===== src/rtl/muldiv_pkg.sv =====
// ============================================================================
// Module   : muldiv_pkg
// Purpose  : Shared op encodings, FSM state type and default width for muldiv.
// Revision : 1.0
// ============================================================================
`default_nettype none

package muldiv_pkg;

  localparam int DEF_WIDTH = 32;

  localparam logic [1:0] OP_MUL  = 2'b00;
  localparam logic [1:0] OP_MLA  = 2'b01;
  localparam logic [1:0] OP_UDIV = 2'b10;
  localparam logic [1:0] OP_SDIV = 2'b11;

  typedef enum logic [1:0] {
    ST_IDLE = 2'd0,
    ST_RUN  = 2'd1,
    ST_DONE = 2'd2
  } state_t;

endpackage

`default_nettype wire


===== src/rtl/muldiv_step.sv =====
// ============================================================================
// Module   : muldiv_step
// Purpose  : One combinational radix-2 iteration, shift-add multiply or
//            restoring divide, selected by mode (0 multiply, 1 divide).
// Revision : 1.0
// ============================================================================
`default_nettype none

module muldiv_step #(
  parameter int WIDTH = 32
) (
  input  logic             mode,
  input  logic [WIDTH-1:0] acc,
  input  logic [WIDTH-1:0] opnd,
  input  logic [WIDTH-1:0] aux,
  output logic [WIDTH-1:0] acc_nxt,
  output logic [WIDTH-1:0] opnd_nxt,
  output logic [WIDTH-1:0] aux_nxt
);

  logic [WIDTH:0] rem_shift;
  logic           fits;

  // Remainder shifted by one with the next dividend bit; the extra top bit
  // keeps the compare exact when the divisor has its MSB set.
  assign rem_shift = {acc, aux[WIDTH-1]};
  assign fits      = (rem_shift >= {1'b0, opnd});

  always_comb begin
    acc_nxt  = acc;
    opnd_nxt = opnd;
    aux_nxt  = aux;
    if (mode) begin
      if (fits) begin
        acc_nxt = rem_shift[WIDTH-1:0] - opnd;
        aux_nxt = {aux[WIDTH-2:0], 1'b1};
      end else begin
        acc_nxt = rem_shift[WIDTH-1:0];
        aux_nxt = {aux[WIDTH-2:0], 1'b0};
      end
    end else begin
      if (aux[0]) begin
        acc_nxt = acc + opnd;
      end
      opnd_nxt = opnd << 1;
      aux_nxt  = aux >> 1;
    end
  end

endmodule

`default_nettype wire


===== src/rtl/muldiv_seq.sv =====
// ============================================================================
// Module   : muldiv_seq
// Purpose  : Multi-cycle MUL/MLA/UDIV/SDIV sequencer that stalls the core
//            while iterating and pulses done for one cycle with the result.
// Revision : 1.0
// ============================================================================
`default_nettype none

module muldiv_seq
  import muldiv_pkg::*;
#(
  parameter int WIDTH = DEF_WIDTH,
  parameter int CNT_W = 6
) (
  input  logic             clk,
  input  logic             reset,
  input  logic             start,
  input  logic [1:0]       op,
  input  logic [WIDTH-1:0] src_a,
  input  logic [WIDTH-1:0] src_b,
  input  logic [WIDTH-1:0] src_c,
  input  logic             flush,
  output logic             stall,
  output logic             busy,
  output logic             done,
  output logic [WIDTH-1:0] result,
  output logic             div_zero
);

  state_t           state;
  state_t           state_nxt;
  logic [CNT_W-1:0] count;
  logic [WIDTH-1:0] acc;
  logic [WIDTH-1:0] opnd;
  logic [WIDTH-1:0] aux;
  logic             is_div;
  logic             neg;

  logic [WIDTH-1:0] acc_step;
  logic [WIDTH-1:0] opnd_step;
  logic [WIDTH-1:0] aux_step;

  logic             accept;
  logic             zero_div;
  logic             last_iter;
  logic             is_sdiv;
  logic [WIDTH-1:0] abs_a;
  logic [WIDTH-1:0] abs_b;
  logic [WIDTH-1:0] final_val;

  assign accept    = (state == ST_IDLE) && start && !flush;
  assign zero_div  = op[1] && (src_b == '0);
  assign last_iter = (count == CNT_W'(WIDTH - 1));
  assign is_sdiv   = (op == OP_SDIV);

  // Signed divide runs on magnitudes; the sign is restored on completion.
  assign abs_a = (is_sdiv && src_a[WIDTH-1]) ? -src_a : src_a;
  assign abs_b = (is_sdiv && src_b[WIDTH-1]) ? -src_b : src_b;

  assign final_val = is_div ? (neg ? -aux_step : aux_step) : acc_step;

  muldiv_step #(
    .WIDTH (WIDTH)
  ) u_step (
    .mode     (is_div),
    .acc      (acc),
    .opnd     (opnd),
    .aux      (aux),
    .acc_nxt  (acc_step),
    .opnd_nxt (opnd_step),
    .aux_nxt  (aux_step)
  );

  always_ff @(posedge clk or negedge reset) begin
    if (!reset) begin
      state <= ST_IDLE;
    end else begin
      state <= state_nxt;
    end
  end

  always_comb begin
    state_nxt = state;
    case (state)
      ST_IDLE: begin
        if (accept) begin
          state_nxt = zero_div ? ST_DONE : ST_RUN;
        end
      end
      ST_RUN: begin
        if (flush) begin
          state_nxt = ST_IDLE;
        end else if (last_iter) begin
          state_nxt = ST_DONE;
        end
      end
      ST_DONE: state_nxt = ST_IDLE;
      default: state_nxt = ST_IDLE;
    endcase
  end

  // Stall is combinational so the core freezes in the request cycle itself.
  always_comb begin
    stall = ((state == ST_IDLE) && start && !flush) || (state == ST_RUN);
    busy  = (state == ST_RUN);
    done  = (state == ST_DONE) && !flush;
  end

  always_ff @(posedge clk or negedge reset) begin
    if (!reset) begin
      count    <= '0;
      acc      <= '0;
      opnd     <= '0;
      aux      <= '0;
      is_div   <= 1'b0;
      neg      <= 1'b0;
      result   <= '0;
      div_zero <= 1'b0;
    end else begin
      case (state)
        ST_IDLE: begin
          if (accept) begin
            count  <= '0;
            is_div <= op[1];
            if (op[1]) begin
              acc  <= '0;
              opnd <= abs_b;
              aux  <= abs_a;
              neg  <= is_sdiv && (src_a[WIDTH-1] ^ src_b[WIDTH-1]);
              if (zero_div) begin
                result   <= '0;
                div_zero <= 1'b1;
              end
            end else begin
              acc  <= (op == OP_MLA) ? src_c : '0;
              opnd <= src_a;
              aux  <= src_b;
              neg  <= 1'b0;
            end
          end
        end
        ST_RUN: begin
          if (!flush) begin
            acc   <= acc_step;
            opnd  <= opnd_step;
            aux   <= aux_step;
            count <= count + CNT_W'(1);
            if (last_iter) begin
              result   <= final_val;
              div_zero <= 1'b0;
            end
          end
        end
        default: ;
      endcase
    end
  end

endmodule

`default_nettype wire


===== config.mk =====
export PLATFORM = sky130hd
export DESIGN_NAME = muldiv_seq
export DESIGN_NICKNAME = d
export VERILOG_FILES = /design/src/rtl/muldiv_pkg.sv /design/src/rtl/muldiv_step.sv /design/src/rtl/muldiv_seq.sv
export SDC_FILE = /design/constraint.sdc
export NUM_CORES = 1
export LEC_CHECK = 0
export BUFFER_PORTS_ARGS = -buffer_cell sky130_fd_sc_hd__buf_2
export CAP_MARGIN = 20
export CORE_UTILIZATION = 40
export CTS_CLUSTER_SIZE = 30
export DETAILED_ROUTE_END_ITERATION = 6
export PLACE_DENSITY = 0.59
export SLEW_MARGIN = 20
export SYNTH_ARGS = -nofsm -noshare
export SYNTH_HDL_FRONTEND = slang
export SYNTH_HIERARCHICAL = 1
export SYNTH_SLANG_ARGS = --single-unit

===== constraint.sdc =====
create_clock -name clk -period 3.9 [get_ports clk]
set_input_delay 0.39 -clock clk [delete_from_list [all_inputs] [get_ports clk]]
set_output_delay 0.39 -clock clk [all_outputs]
set_load 0.01 [all_outputs]

==> tab_implementation.tex <==
\begin{tabular}{lr}
\hline
Metric & Value \\
\hline
\multicolumn{2}{l}{\textbf{Layout}} \\
\quad Layout Nets & roughly 2.2k \\
\quad Fraction of final layout cells sized beyond drive strength 1 & a little over a fifth \\
\quad Util after Layout & 49.38\% \\
\quad Non-Filler Instances & roughly 2.5k \\
\quad Area grow syn2layout & 20.23\% \\
\quad Final non-filler cell area & roughly 17,000 µm² \\
\quad Register cell area after layout & between 3000 and 4000 µm² \\
\quad Antenna cells & 0 \\
\quad Multi-input logic area & 9961 µm² \\
\quad Total of fill cells in the finished design & about 3.4k \\
\multicolumn{2}{l}{\textbf{Placed design}} \\
\quad Placed Area & 15,870 µm² \\
\quad GP Congestion & between 0.9 and 1 \\
\quad Number of port buffers & between 100 and 150 \\
\quad \# placed instances & between 2k and 2.5k \\
\quad DP HPWL & about 41 mm \\
\quad Worst slack at placement & -0.08401 ns \\
\multicolumn{2}{l}{\textbf{Yosys}} \\
\quad FFs w/ async S/R, synth & 100.0\% \\
\quad Gate count after technology mapping & between 1.5k and 2k \\
\quad Mapped Nets & 1,981 \\
\quad Top cell type by total area after synthesis & sky130\_fd\_sc\_hd\_\_dfrtp\_1 \\
\quad Combined area of all synthesized cells & $\sim$14,000 µm² \\
\quad Post-synthesis cell type count & 80 \\
\quad Number of enable-type register cells in the synthesized netlist & 0 \\
\quad Synth Warn \# & 6 \\
\quad Register bit count reported by yosys & approximately 140 \\
\quad Top FF cell, synth & sky130\_fd\_sc\_hd\_\_dfrtp\_1 \\
\quad Mean area per synthesized cell & roughly 7.7 µm² \\
\quad Top area cells in the synthesized netlist & sky130\_fd\_sc\_hd\_\_dfrtp\_1, sky130\_fd\_sc\_hd\_\_ha\_1, sky130\_fd\_sc\_hd\_\_a21oi\_1 \\
\quad Leading post-synthesis cells by instance count & sky130\_fd\_sc\_hd\_\_nor2\_1, sky130\_fd\_sc\_hd\_\_a21oi\_1, sky130\_fd\_sc\_hd\_\_nand2\_1, sky130\_fd\_sc\_hd\_\_o21ai\_0, sky130\_fd\_sc\_hd\_\_dfrtp\_1 \\
\quad Fraction of synthesized cell area taken by the top area cell type & between 20\% and 30\% \\
\quad Most common cell in the netlist & sky130\_fd\_sc\_hd\_\_nor2\_1 \\
\quad Sequential element share of the synthesized area & between 20\% and 30\% \\
\multicolumn{2}{l}{\textbf{Timing}} \\
\quad Total Neg Setup Slack & 0 ns \\
\quad Period utilisation layout & 96.75\% \\
\quad Max-slew violation total from the final report & 0 \\
\quad Setup clock skew after layout & approximately 0.015 ns \\
\quad Final Hold Viols & 0 \\
\quad Achievable frequency & about 270 MHz \\
\quad Crit path setup slack, layout & 0.1269 ns \\
\quad Fin crit period & between 3 and 4 ns \\
\quad Worst hold-check slack & roughly 0.0058 ns \\
\quad RSZ-0062 raised after global routing & true \\
\quad Slew of the pin with the lowest slew margin & roughly 0.86 ns \\
\quad Worst relative slew slack & 41.91\% \\
\quad Final Setup Violations & 0 \\
\multicolumn{2}{l}{\textbf{Pwr}} \\
\quad Static leakage & $\sim$7.3 nW \\
\quad Post-layout power & $\sim$13 mW \\
\quad IR drop worst, VDD & between 0.3 and 0.4 mV \\
\quad Total power divided by cell area & roughly 790 nW/µm² \\
\multicolumn{2}{l}{\textbf{Route}} \\
\quad Average wire length per cell after detail routing & 21.82 µm \\
\quad Vias & $\sim$15k \\
\quad Detailed-routing iteration count for the pre-antenna-repair pass & 5 \\
\quad Iteration-0 DRC Markers & $\sim$1.3k \\
\quad Number of remaining DRC errors & 0 \\
\quad Via density per instance & 6.105 \\
\quad Antenna violation net count after detailed routing & 0 \\
\quad Total length of routed wires & around 54 mm \\
\multicolumn{2}{l}{\textbf{Clock tree}} \\
\quad Hold buffers post-CTS & 0 \\
\quad \# H-tree levels & 4 \\
\quad Post-CTS clock slew at the launch and capture registers of the worst setup and hold paths & approximately 0.07 ns \\
\quad Clk\_lat worst skew & 0.44 ns \\
\quad Master cell of the clock root buffer & sky130\_fd\_sc\_hd\_\_clkbuf\_16 \\
\quad Total CTS buffers & 17 \\
\quad Maximum root-to-sink buffer count & 2 \\
\quad Number of clock sinks seen by CTS & between 100 and 150 \\
\quad CTS tree & built \\
\multicolumn{2}{l}{\textbf{Flow run}} \\
\quad Total of max-cap violations & 0 \\
\multicolumn{2}{l}{\textbf{Setup path}} \\
\quad CP Cell Sequence & inv\_1 -> ha\_2 -> nor2b\_4 -> o31a\_1 -> o31a\_1 -> o21a\_1 -> o21ai\_2 -> a31oi\_4 -> nand2\_2 -> o21ai\_2 -> buf\_4 -> nor3\_2 -> nand3\_1 -> buf\_6 -> buf\_4 -> o31ai\_2 -> xor2\_1 -> a21oi\_1 -> a21o\_1 \\
\quad Slowest cell on crit path & sky130\_fd\_sc\_hd\_\_dfrtp\_1 \\
\quad Worst Path Class, Setup & flop to flop \\
\quad Maximum fanout count along the critical path & 6 \\
\quad Family with the most delay on the worst path & compound AO/OA/AOI/OAI gates \\
\quad Crit path buf inv count & 4 \\
\quad Delay of the slowest critical-path stage & roughly 0.43 ns \\
\quad Crit start category & flop \\
\quad Arr. time, crit path & 4.10 ns \\
\quad Crit. End Element & flop \\
\quad Data required time of the critical path & 4.23 ns \\
\multicolumn{2}{l}{\textbf{Min path}} \\
\quad Path category of the worst min-delay check & input port to asynchronous set/reset pin \\
\multicolumn{2}{l}{\textbf{GRT}} \\
\quad Maximum number of pins on one net before global-route repair & 83 \\
\quad Number of global-route vias before repair & 14.12k \\
\quad Antenna violations before repair & 0 \\
\quad Remaining global-route overflow & 0 \\
\quad GRT Total Usage & a little under a third \\
\quad Wire length of the first global-routing pass & slightly above 80 mm \\
\multicolumn{2}{l}{\textbf{Floorplan}} \\
\quad Top-level I/O count & about 140 \\
\quad Initial Util & between 40\% and 50\% \\
\quad Height of the die & between 150 and 200 µm \\
\quad Std-Cell Core Area & 33,870 µm² \\
\quad Die footprint & approximately 36,000 µm² \\
\quad FP Rows & 67 \\
\quad Die X & $\sim$190 µm \\
\multicolumn{2}{l}{\textbf{Run status}} \\
\quad Outcome & finished, final reports clean \\
\hline
\end{tabular}
cells by family (layout without fill, tap and decap cells):
logic type	after synthesis	after routing	share of synthesized area (%)
AOI/OAI and AO/OA	663	663	30.70
muxes	60	60	4.597
xor gates and xnor gates	129	129	8.123
DFF	139	139	25.01
and+or+nand+nor	571	571	20.14
adders and majority gates	69	69	6.315
buffers and inverters	179	386	5.118
area by class of cell:
type | instances | share of cell area [%]
Inverter | 61 | 1.377
Timing Repair Buffer | 293 | 11.39
Clock buffer | 19 | 2.708
Tap cell | 448 | 3.352
Clock inverter | 13 | 0.7856
Sequential cell | 139 | 20.83
Multi-Input combinational cell | 1492 | 59.56
timing repair:
action,4_1_cts,5_1_grt
pin swaps,0,15
setup buffers,0,5
resized for setup,6,44
gates cloned,0,0
endpoints found under the setup margin,11,38
endpoints found under the hold margin,0,0
final timing paths:
path / startpoint / endpoint / slack (ns) / cells after the start
worst max-delay path: aux[31] / result[21] / 0.13 / 19
worst min-delay path: reset / acc[6] / 0.006 / 1
worst max register to register: aux[31] / result[21] / 0.13 / 19
worst min register to register: result[2] / result[2] / 0.48 / 2
max in group asynchronous: reset / opnd[26] / 2.99 / 2
min in group clk: src_c[16] / acc[16] / 0.21 / 3
layout by cell type (no fill, tap or decap), drive strengths merged, types with 17 or more instances in the layout:
master / n
buf: 293
o21ai: 196
nor2: 169
a21oi: 163
nand2: 162
dfrtp: 139
xor2: 71
ha: 67
inv: 65
xnor2: 58
a21o: 49
a221oi: 49
nor3: 36
a211oi: 32
nand3: 32
mux2: 31
mux2i: 29
or3: 25
and3: 24
o31ai: 24
a31oi: 21
clkbuf: 19
nor3b: 18
o221ai: 18
o211ai: 18
nand2b: 17
nand4: 17
nor2b: 17
sequential cells by signal (all words and copies together), names as in the netlist:
signal    flops
acc          32
aux          32
opnd         32
result       32
count         6
state         2
div_zero      1
is_div        1
neg           1
layer usage:
layer | wire length (µm) | global-route usage (%) | vias to the layer above
met4 | 1313 | 8.623 | 0
met2 | 23600 | 45.35 | 631
li1 | - | - | 7109
met1 | 25190 | 44.44 | 7244
met3 | 3691 | 4.023 | 66
met5 | 0 | 0 | -
where the power goes:
part           total, mW  switching (mW)  internal (mW)
Sequential          2.21           0.397           1.81
Clock               1.67           0.740          0.927
Combinational       9.38            5.49           3.88
Total               13.3            6.63           6.62
Power figures use the tool's default switching activity.
